### src/rtl/uart_tx.sv
// UART transmitter: byte FIFO feeding an 8N1 serialiser with optional parity bit.
module uart_tx #(
  parameter int unsigned clkFreq    = 25000000,
  parameter int unsigned baudRate   = 115200,
  parameter logic        if_parity  = 1'b0,
  parameter logic        odd_parity = 1'b0,
  parameter int unsigned fifoDepth  = 4
) (
  input  logic       clk,
  input  logic       rstn,
  input  logic       i_wr,
  input  logic [7:0] i_data,
  output logic       o_full,
  output logic       o_busy,
  output logic       o_ovf,
  output logic       o_uart_tx
);

  localparam int unsigned DIV = clkFreq / baudRate;
  localparam int unsigned CW  = (DIV > 1) ? $clog2(DIV) : 1;
  localparam int unsigned AW  = (fifoDepth > 1) ? $clog2(fifoDepth) : 1;
  localparam int unsigned OW  = AW + 1;

  localparam logic [2:0] S_IDLE   = 3'd0;
  localparam logic [2:0] S_START  = 3'd1;
  localparam logic [2:0] S_DATA   = 3'd2;
  localparam logic [2:0] S_PARITY = 3'd3;
  localparam logic [2:0] S_STOP   = 3'd4;

  logic [7:0]    mem [fifoDepth];
  logic [AW-1:0] rd_ptr, wr_ptr;
  logic [OW-1:0] count, count_n;
  logic          push, pop, empty;

  logic [2:0]    state, state_n;
  logic [CW-1:0] cnt, cnt_n;
  logic [2:0]    idx, idx_n;
  logic [7:0]    shift, shift_n;
  logic          par, par_n;
  logic          tx_n;
  logic          tick;

  assign push  = i_wr && !o_full;
  assign empty = (count == '0);
  assign tick  = (cnt == CW'(DIV - 1));

  // FIFO storage; contents need no reset since occupancy gates every read
  always_ff @(posedge clk) begin
    if (push) mem[wr_ptr] <= i_data;
  end

  // Next-state, pop decision and next line level
  always_comb begin
    state_n = state;
    cnt_n   = cnt + CW'(1);
    idx_n   = idx;
    shift_n = shift;
    par_n   = par;
    tx_n    = o_uart_tx;
    pop     = 1'b0;
    case (state)
      S_IDLE: begin
        cnt_n = '0;
        idx_n = '0;
        tx_n  = 1'b1;
        if (!empty) begin
          pop     = 1'b1;
          shift_n = mem[rd_ptr];
          par_n   = (^mem[rd_ptr]) ^ odd_parity;
          state_n = S_START;
          tx_n    = 1'b0;
        end
      end
      S_START: begin
        if (tick) begin
          cnt_n   = '0;
          idx_n   = '0;
          state_n = S_DATA;
          tx_n    = shift[0];
        end
      end
      S_DATA: begin
        if (tick) begin
          cnt_n = '0;
          if (idx == 3'd7) begin
            if (if_parity) begin
              state_n = S_PARITY;
              tx_n    = par;
            end else begin
              state_n = S_STOP;
              tx_n    = 1'b1;
            end
          end else begin
            idx_n   = idx + 3'd1;
            shift_n = {1'b0, shift[7:1]};
            tx_n    = shift[1];
          end
        end
      end
      S_PARITY: begin
        if (tick) begin
          cnt_n   = '0;
          state_n = S_STOP;
          tx_n    = 1'b1;
        end
      end
      S_STOP: begin
        if (tick) begin
          cnt_n = '0;
          idx_n = '0;
          if (!empty) begin
            // back-to-back: next start bit follows the stop bit directly
            pop     = 1'b1;
            shift_n = mem[rd_ptr];
            par_n   = (^mem[rd_ptr]) ^ odd_parity;
            state_n = S_START;
            tx_n    = 1'b0;
          end else begin
            state_n = S_IDLE;
            tx_n    = 1'b1;
          end
        end
      end
      default: begin
        cnt_n   = '0;
        state_n = S_IDLE;
        tx_n    = 1'b1;
      end
    endcase
  end

  // Occupancy after this edge's push/pop
  always_comb begin
    count_n = count;
    case ({push, pop})
      2'b10:   count_n = count + OW'(1);
      2'b01:   count_n = count - OW'(1);
      default: count_n = count;
    endcase
  end

  // State, FIFO pointers and registered status outputs
  always_ff @(posedge clk or negedge rstn) begin
    if (!rstn) begin
      state     <= S_IDLE;
      cnt       <= '0;
      idx       <= '0;
      shift     <= '0;
      par       <= 1'b0;
      o_uart_tx <= 1'b1;
      rd_ptr    <= '0;
      wr_ptr    <= '0;
      count     <= '0;
      o_full    <= 1'b0;
      o_busy    <= 1'b0;
      o_ovf     <= 1'b0;
    end else begin
      state     <= state_n;
      cnt       <= cnt_n;
      idx       <= idx_n;
      shift     <= shift_n;
      par       <= par_n;
      o_uart_tx <= tx_n;
      if (push) wr_ptr <= wr_ptr + AW'(1);
      if (pop)  rd_ptr <= rd_ptr + AW'(1);
      count     <= count_n;
      o_full    <= (count_n == OW'(fifoDepth));
      o_busy    <= (state_n != S_IDLE) || (count_n != '0);
      o_ovf     <= i_wr && o_full;
    end
  end

endmodule
### config.mk
export PLATFORM = sky130hd
export DESIGN_NAME = uart_tx
export DESIGN_NICKNAME = d
export VERILOG_FILES = /design/src/rtl/uart_tx.sv
export SDC_FILE = /design/constraint.sdc
export NUM_CORES = 1
export LEC_CHECK = 0
export CAP_MARGIN = 0
export CORE_MARGIN = 2
export CORE_UTILIZATION = 50
export DETAILED_ROUTE_END_ITERATION = 8
export PLACE_DENSITY = 0.7
export SLEW_MARGIN = 30
export SYNTH_ARGS = -nofsm -noshare
export SYNTH_HDL_FRONTEND = slang
export SYNTH_SLANG_ARGS = --single-unit
### constraint.sdc
create_clock -name clk -period 3.4 [get_ports clk]
set_input_delay 0.34 -clock clk [delete_from_list [all_inputs] [get_ports clk]]
set_output_delay 0.34 -clock clk [all_outputs]
set_load 0.03 [all_outputs]
## Word-level counts from Yosys, hierarchy flattened

Memories as Yosys holds them, arrays and structs flattened.
Cells that the tools add are included.

- Bits in registers: 33
- Memory bits (writable): 32
- Bits of input ports: 11
- Output and inout port bits: 4
- Logic and storage cells: 80
- Memories kept: 1

Memories:

| name | words | bits a word | read ports | clocked after memory_dff | wr ports | RTL line | RTL |
|---|---|---|---|---|---|---|---|
| mem | 4 | 8 | 1 | 0 | 1 | 30 | `logic [7:0] mem [fifoDepth];` |

- Add/subtract/negate cells: 6
- Equal/unequal tests: 15
- Muxes and demuxes: 32
- Reduce and logical (&&, ||, !) cells: 15

Operator list:

| kind | number |
|---|---|
| $mux 8 | 6 |
| $mux 3 | 9 |
| $pmux 8 s3 | 1 |
| $pmux 3 s5 | 1 |
| $reduce_and 4->1 | 3 |
| $reduce_bool 3->1 | 4 |
| $mux 1 | 11 |
| $ne 2x2->1 const B | 5 |
| $eq 3x3->1 const B | 3 |
| $pmux 3 s3 | 1 |
| $add 8x1->8 const B | 1 |
| $eq 8x8->1 const B | 1 |
| $add 3x1->3 const B | 2 |
| $eq 3x2->1 const B | 2 |
| $logic_not 3->1 | 2 |
| $pmux 3 s2 | 1 |
| $pmux 1 s5 | 1 |
| $add 2x1->2 const B | 2 |
| $reduce_or 4->1 | 1 |
| $eq 3x1->1 const B | 1 |
| $sub 3x1->3 const B | 1 |
| $eq 2x1->1 const B | 1 |
| $eq 2x2->1 const B | 1 |
| $logic_and 1x1->1 | 2 |
| 5 further kinds | 5 |

## Longest topological paths before layout

Gate-level depths: netlist (run 1).

- Depth after elaboration: 8
- Gate-level depth with buffers: 13
- Gate-level depth less buffers: 12

## Worst setup path before layout (run 1)

OpenSTA, ideal clock, no wires.

- Kind: register to register
- Start: register cnt[0]
- End: register o_busy
- Setup time: 143 ps
- Arrival: 2,471 ps
- Data required time: 3,257 ps
- Slack: 785 ps
- Cell stages (with the launch flop): 14
- Cell sequence: dfrtp_1 inv_1 ha_1 nand4b_1 or3_1 buf_4 a21boi_2 ha_1 inv_1 fa_1 xor2_1 nor2_1 xnor2_1 o2111ai_1

- Longest elaborated chain between the ends: 7

RTL lines:

| element | RTL line | RTL |
|---|---|---|
| start: declaration | 36 | `logic [CW-1:0] cnt, cnt_n;` |
| start signal: assignment | 159 | `cnt <= cnt_n;` |
| $eq 8x8->1 (*) | 45 | `assign tick = (cnt == CW'(DIV - 1));` |
| $mux 1 (*) | 108 | `if (tick) begin` |
| $pmux 1 s2 (*) | 61 | `case (state)` |
| net pop | 33 | `logic push, pop, empty;` |
| $eq 2x1->1 or $eq 2x2->1 (tied branches) | 135 | `case ({push, pop})` |
| $pmux 3 s2 (*) | 135 |  |
| $reduce_bool 3->1 (*) | 168 | `o_busy <= (state_n != S_IDLE) \|\| (count_n != '0);` |
| $logic_or 1x1->1 (*) | 168 |  |
| end signal: assignment | 168 |  |
| end: declaration | 14 | `output logic o_busy,` |

The timed path passes the listed nets; every way through them passes the cells marked *.
A chain may end at the register's enable or synchronous reset.

## Final worst setup path (run 1)

Same ends and word-level chain as after synthesis.

==> qor.csv, run 1 <==
metric,value,unit
Mapped Area,0.00294,mm²
vias per inst,5.39,
Logic pwr share,0.261,
synthesized area per cell,14.9,µm²
number of maximum-capacitance violations,0,
maximum level of the CTS H-tree,3,
number of antenna diodes,0,
Std-Cell Rows,27,
peak clock frequency supported by timing,336,MHz
critical-path cell list,inv_1 > ha_1 > nand4b_1 > or3_1 > a21boi_2 > ha_1 > inv_1 > fa_1 > xor2_1 > nor2_1 > xnor2_1 > o2111ai_1,
Core Area,0.00561,mm²
highest ir drop seen on vdd,0.405,mV
routed length per instance,16.2,µm
flop-to-flop setup slack,420,ps
async set-reset flop share out of synthesis,0.508,
net switching power figure,0.762,mW
IO buf count,14,
CTS Buffer Depth,2,
via count of the routed design,1573,
initial standard-cell utilization of the core,0.525,
vertical die dimension,80.7,µm
unrepaired setup endpoints after global routing,false,
number of filler cells placed in the layout,457,
buffers plus inverters on the worst setup path,2,
Setup Viol. Count Final,0,
Post-Synthesis Cells,197,
part of the power in the clock network,0.250,
syn_nets,218,
sequential element share of the synthesized area,0.607,
family of cells with the greatest summed delay on the critical path,simple AND/OR/NAND/NOR gates,
"EDFF count, synth",32,
Routed Wire Length,4740,µm
Layout Utilization,0.594,
routability-driven placement congestion ratio,0.832,
cell depth of the worst flop-to-flop path,12,
P&R area growth vs syn,13.1,%
clk root buf,sky130_fd_sc_hd__clkbuf_8,
number of synthesized register bits,65,
pin count of the biggest net entering global routing,34,
Horiz. Die Dim,80.7,µm
global-route wire length before repair,8340,µm
clock sink count,65,
CTS tree,built,
net switching share of the total power,0.304,
total area of sequential cells,0.00179,mm²
hold buffers post-CTS,0,
remaining design rule violation count,0,
Worst EP arrival,3180,ps
cell taking the most area after synthesis,sky130_fd_sc_hd__edfxtp_1,
result of the run,"finished, final reports clean",
dominant cells by area after synthesis,"sky130_fd_sc_hd__edfxtp_1 (33%), sky130_fd_sc_hd__dfrtp_1 (27%), sky130_fd_sc_hd__mux4_1 (5.4%)",
post-CTS setup-driven buffer insertion count,0,
share of post-route cells with drive strength above 1,0.168,
post-synthesis cell type count,48,
Tightest Pin Transition,665,ps
Top-Level Pins,15,
Slowest Stage Delay on Critical Path,520,ps
sequential fraction of design power,0.489,
final hold viol count,0,
startpoint of the worst-slack reg-to-reg timing path,cnt[0],
total number of yosys warnings,0,
path length in cells of the critical path,12,
CTS-repair resized insts,0,
capture instance of the worst register-to-register path,o_busy,
Critical Path Slowest Stage Cell,sky130_fd_sc_hd__or3_1,
part of the cycle the worst path needs,0.875,
kind of launch point of the worst setup path,flop,
Antenna Violating Nets Remaining,0,
vias in the first global route,1676,
Detailed Route Iter0 Violations,156,
count of pins over their slew limit,0,
cell-internal power,1.75,mW
cell leakage power,1.30,nW
clock latency at the later pin of the worst-skew pair,340,ps
Hold/Removal Path Class,input pin to async pin,
main flop type after synthesis,sky130_fd_sc_hd__edfxtp_1,
post-layout min period,2980,ps
final HPWL from detailed placement,3260,µm
final global-route overflow total,0,
leading post-synthesis cells by instance count,"sky130_fd_sc_hd__dfrtp_1 (32), sky130_fd_sc_hd__edfxtp_1 (32), sky130_fd_sc_hd__nor2_1 (13)",
relative max-transition margin,0.555,
Final nets,237,
Final Skew,4.57,ps
worst-path maximum fanout,10,
crit path capture type,flop,
register clock-pin slew on the reported worst setup and hold paths,70,ps
total negative slack for setup checks,0,ps
post-synth top area share,0.326,
total CTS buffers,9,
total area of multi-input combinational cells,0.00106,mm²
endpoint required time on the critical path,3600,ps
Die Footprint,0.00652,mm²
type of the worst setup path,flop to flop,
antenna violations before repair,0,
length of the first detailed-routing pass in iterations,4,
global routing usage summed across all routing layers,0.177,
cell area power density,754,mW/mm²
cell type report:
type,count,share of cell area
sequential,65,0.537
tap,72,0.0270
timing repair buffer,16,0.0466
clock inverter,6,0.0210
inverter,11,0.0124
clock buffer,9,0.0372
multi-input combinational,113,0.319
cells in the final DEF (no fill, tap or decap), drive strengths merged, types with 2 or more instances in the layout:
cell type,Yosys,layout
a21oi,4,4
edfxtp,32,32
clkbuf,2,9
nor3b,2,2
mux2,15,15
mux4,8,8
nor2,13,13
buf,6,2
and2,5,5
nand3,4,4
clkdlybuf4s50,0,14
nor3,5,5
ha,9,9
and3,2,2
a22o,2,2
o21ai,3,3
clkinv,0,2
xnor2,9,9
inv,11,11
clkinvlp,0,3
nand2,5,5
nor2b,2,2
xor2,5,5
a21boi,2,2
dfrtp,32,32
layer usage:
layer,vias up,share of wire,track usage
met5,-,0,0
met1,768,0.44,0.226
met3,9,0.038,0.0511
li1,758,-,-
met2,38,0.50,0.278
met4,0,0.024,0.0932
state kept, by name, summed over array words and instances (netlist names):
| register | flops |
|---|---|
| state | 3 |
| o_busy | 1 |
| mem | 32 |
| cnt | 8 |
| count | 3 |
| o_ovf | 1 |
| wr_ptr | 2 |
| idx | 3 |
| o_uart_tx | 1 |
| o_full | 1 |
| rd_ptr | 2 |
| shift | 8 |
per-stage QoR:
step,cells,hold WS (ps),setup WS (ps),total power [mW],cell area [µm²]
2_1_floorplan,197,44.4,785,1.72,2940
3_3_place_gp,277,467,620,1.85,3140
3_5_place_dp,277,492,447,1.90,3140
4_1_cts,292,412,438,2.54,3330
5_1_grt,292,453,197,2.67,3330
6_report,292,407,424,2.51,3330
worst max-delay path by stage:
stage               slack [ps]     end   start
floorplan                  790  o_busy  cnt[0]
global placement           620  o_busy  cnt[0]
detailed placement         450  o_busy  cnt[0]
CTS                        440  o_busy  cnt[0]
global route               200  o_busy  cnt[0]
finish                     420  o_busy  cnt[0]
cells by family after synthesis:
family | synth area share
AND/OR/NAND/NOR | 0.0854
flip-flops | 0.607
buffers and inverters | 0.0319
AO/OA/AOI/OAI | 0.0489
multiplexers | 0.140
XOR/XNOR | 0.0416
adder cells (fa/ha/maj) | 0.0450
power groups by stage:
stage	sequential, mW	clock [mW]	combinational, mW
CTS	1.23	0.647	0.664
global placement	1.23	0	0.621
global route	1.26	0.679	0.731
detailed placement	1.24	0	0.660
floorplan	1.18	0	0.541
finish	1.23	0.628	0.656
(Power assumes the default switching activity.)
==> run 2, diff against run 1 <==
--- a/config.mk
+++ b/config.mk
@@ -6,10 +6,9 @@
 export NUM_CORES = 1
 export LEC_CHECK = 0
 export CAP_MARGIN = 0
-export CORE_MARGIN = 2
-export CORE_UTILIZATION = 50
+export CORE_UTILIZATION = 59
 export DETAILED_ROUTE_END_ITERATION = 8
-export PLACE_DENSITY = 0.7
+export PLACE_DENSITY = 0.8
 export SLEW_MARGIN = 30
 export SYNTH_ARGS = -nofsm -noshare
 export SYNTH_HDL_FRONTEND = slang
==> run 2 against run 1 <==
Against the previous run:
- critical path depth unchanged
- via count increased by 2.6%
- clock skew increased by 4.3 ps
- sequential share of layout area about the same
- utilization up 11 points
- cell area about the same
- final cell count shrank 1.4%
- largest power group unchanged
==> qor.csv, run 2 (synthesized netlist as in run 1, its figures left out) <==
metric,value,unit,change
result of the run,"finished, final reports clean",,unchanged
antenna violations before repair,0,,unchanged
number of filler cells placed in the layout,337,,was 457
post-CTS setup-driven buffer insertion count,0,,unchanged
CTS Buffer Depth,2,,unchanged
hold buffers post-CTS,0,,unchanged
Hold/Removal Path Class,input pin to async pin,,unchanged
crit path capture type,flop,,unchanged
Antenna Violating Nets Remaining,0,,unchanged
type of the worst setup path,flop to flop,,unchanged
family of cells with the greatest summed delay on the critical path,adder cells,,was simple AND/OR/NAND/NOR gates
global-route wire length before repair,8000,µm,was 8340 µm
Reg with most FFs,mem,,unchanged
post-layout min period,3000,ps,was 2980 ps
Layout Utilization,0.701,,was 0.594
"commonest non-fill, non-tap cells in the layout","sky130_fd_sc_hd__dfrtp_1 (32), sky130_fd_sc_hd__edfxtp_1 (32), sky130_fd_sc_hd__clkdlybuf4s50_1 (14), sky130_fd_sc_hd__nor2_1 (13), sky130_fd_sc_hd__inv_1 (11)",,unchanged
remaining design rule violation count,0,,unchanged
Routed Wire Length,4750,µm,was 4740 µm
clock latency at the later pin of the worst-skew pair,340,ps,about the same
Worst EP arrival,3210,ps,was 3180 ps
number of antenna diodes,0,,unchanged
final global-route overflow total,0,,unchanged
part of the cycle the worst path needs,0.884,,was 0.875
Die Footprint,0.00528,mm²,was 0.00652 mm²
CTS-repair resized insts,0,,unchanged
final hold viol count,0,,unchanged
vias in the first global route,1659,,was 1676
Detailed Route Iter0 Violations,108,,was 156
register clock-pin slew on the reported worst setup and hold paths,70,ps,about the same
routed length per instance,16.5,µm,was 16.2 µm
Horiz. Die Dim,72.6,µm,was 80.7 µm
clk root buf,sky130_fd_sc_hd__clkbuf_8,,unchanged
vertical die dimension,72.6,µm,was 80.7 µm
worst-path maximum fanout,10,,unchanged
registers with the most flip-flops,"mem (32), cnt (8), shift (8)",,unchanged
clock sink count,65,,unchanged
cell leakage power,1.32,nW,was 1.30 nW
Slowest Stage Delay on Critical Path,520,ps,about the same
IO buf count,14,,unchanged
P&R area growth vs syn,13.2,%,was 13.1%
Top-Level Pins,15,,unchanged
peak clock frequency supported by timing,333,MHz,was 336 MHz
CTS tree,built,,unchanged
Total Power,2.55,mW,was 2.51 mW
cell area power density,764,mW/mm²,was 754 mW/mm²
vias per inst,5.60,,was 5.39
count of pins over their slew limit,0,,unchanged
global routing usage summed across all routing layers,0.216,,was 0.177
endpoint required time on the critical path,3600,ps,about the same
total CTS buffers,9,,unchanged
initial standard-cell utilization of the core,0.619,,was 0.525
Critical Path Slowest Stage Cell,sky130_fd_sc_hd__or3_1,,unchanged
final HPWL from detailed placement,3200,µm,was 3260 µm
buffers plus inverters on the worst setup path,2,,unchanged
Setup Viol. Count Final,0,,unchanged
maximum level of the CTS H-tree,3,,unchanged
Final nets,237,,unchanged
kind of launch point of the worst setup path,flop,,unchanged
flip-flop count of the largest register after layout,32,,unchanged
total negative slack for setup checks,0,ps,unchanged
Tightest Pin Transition,610,ps,was 665 ps
via count of the routed design,1614,,was 1573
share of post-route cells with drive strength above 1,0.172,,was 0.168
length of the first detailed-routing pass in iterations,4,,unchanged
highest ir drop seen on vdd,0.516,mV,was 0.405 mV
Final Skew,8.89,ps,was 4.57 ps
number of maximum-capacitance violations,0,,unchanged
relative max-transition margin,0.592,,was 0.555
Std-Cell Rows,25,,was 27
Core Area,0.00475,mm²,was 0.00561 mm²
critical-path cell list,inv_1 > ha_1 > nand4b_1 > or3_1 > a21boi_2 > ha_1 > inv_1 > fa_1 > xor2_1 > nor2_1 > xnor2_1 > o2111ai_1,,unchanged
pin count of the biggest net entering global routing,34,,unchanged
routability-driven placement congestion ratio,0.828,,was 0.832
unrepaired setup endpoints after global routing,false,,unchanged
## run 2: through the flow
step | std cells | setup slack, ps | hold slack, ps | instance area [µm²]
after floorplan | 197 | 785 | 44.4 | 2940
after global placement | 272 | 642 | 465 | 3130
after detailed placement | 272 | 426 | 477 | 3130
after CTS | 288 | 403 | 407 | 3330
after global routing | 288 | 160 | 440 | 3330
final | 288 | 396 | 398 | 3330
## run 2: cell type report
cell class                      count  area (µm²)  share of cell area
Sequential cell                    65        1790               0.536
Multi-Input combinational cell    113        1060               0.319
Timing Repair Buffer               16         155              0.0465
Clock buffer                        9         124              0.0372
Tap cell                           67        83.8              0.0252
Clock inverter                      7        78.8              0.0236
Inverter                           11        41.3              0.0124
## run 2: worst paths after layout
check / start / to / slack (ps) / cells past startpoint
worst max-delay path: cnt[0] / o_busy / 400 / 12
worst min-delay path: rstn / idx[0] / 400 / 2
worst max register to register: cnt[0] / o_busy / 400 / 12
worst min register to register: cnt[0] / cnt[0] / 480 / 1
max in group asynchronous: rstn / o_uart_tx / 2670 / 2
min in group clk: cnt[0] / cnt[0] / 480 / 1
## run 2: power breakdown
group	internal (mW)	switching [mW]
sequential	1.05	0.174
clock	0.346	0.314
combinational	0.363	0.297
total	1.76	0.785
## run 2: metal layers
layer / GRT usage / vias to the layer above / share of wire
met5: 0 / - / 0
met1: 0.260 / 803 / 0.43
met2: 0.364 / 39 / 0.52
li1: - / 762 / -
met4: 0.115 / 0 / 0.019
met3: 0.0511 / 10 / 0.033
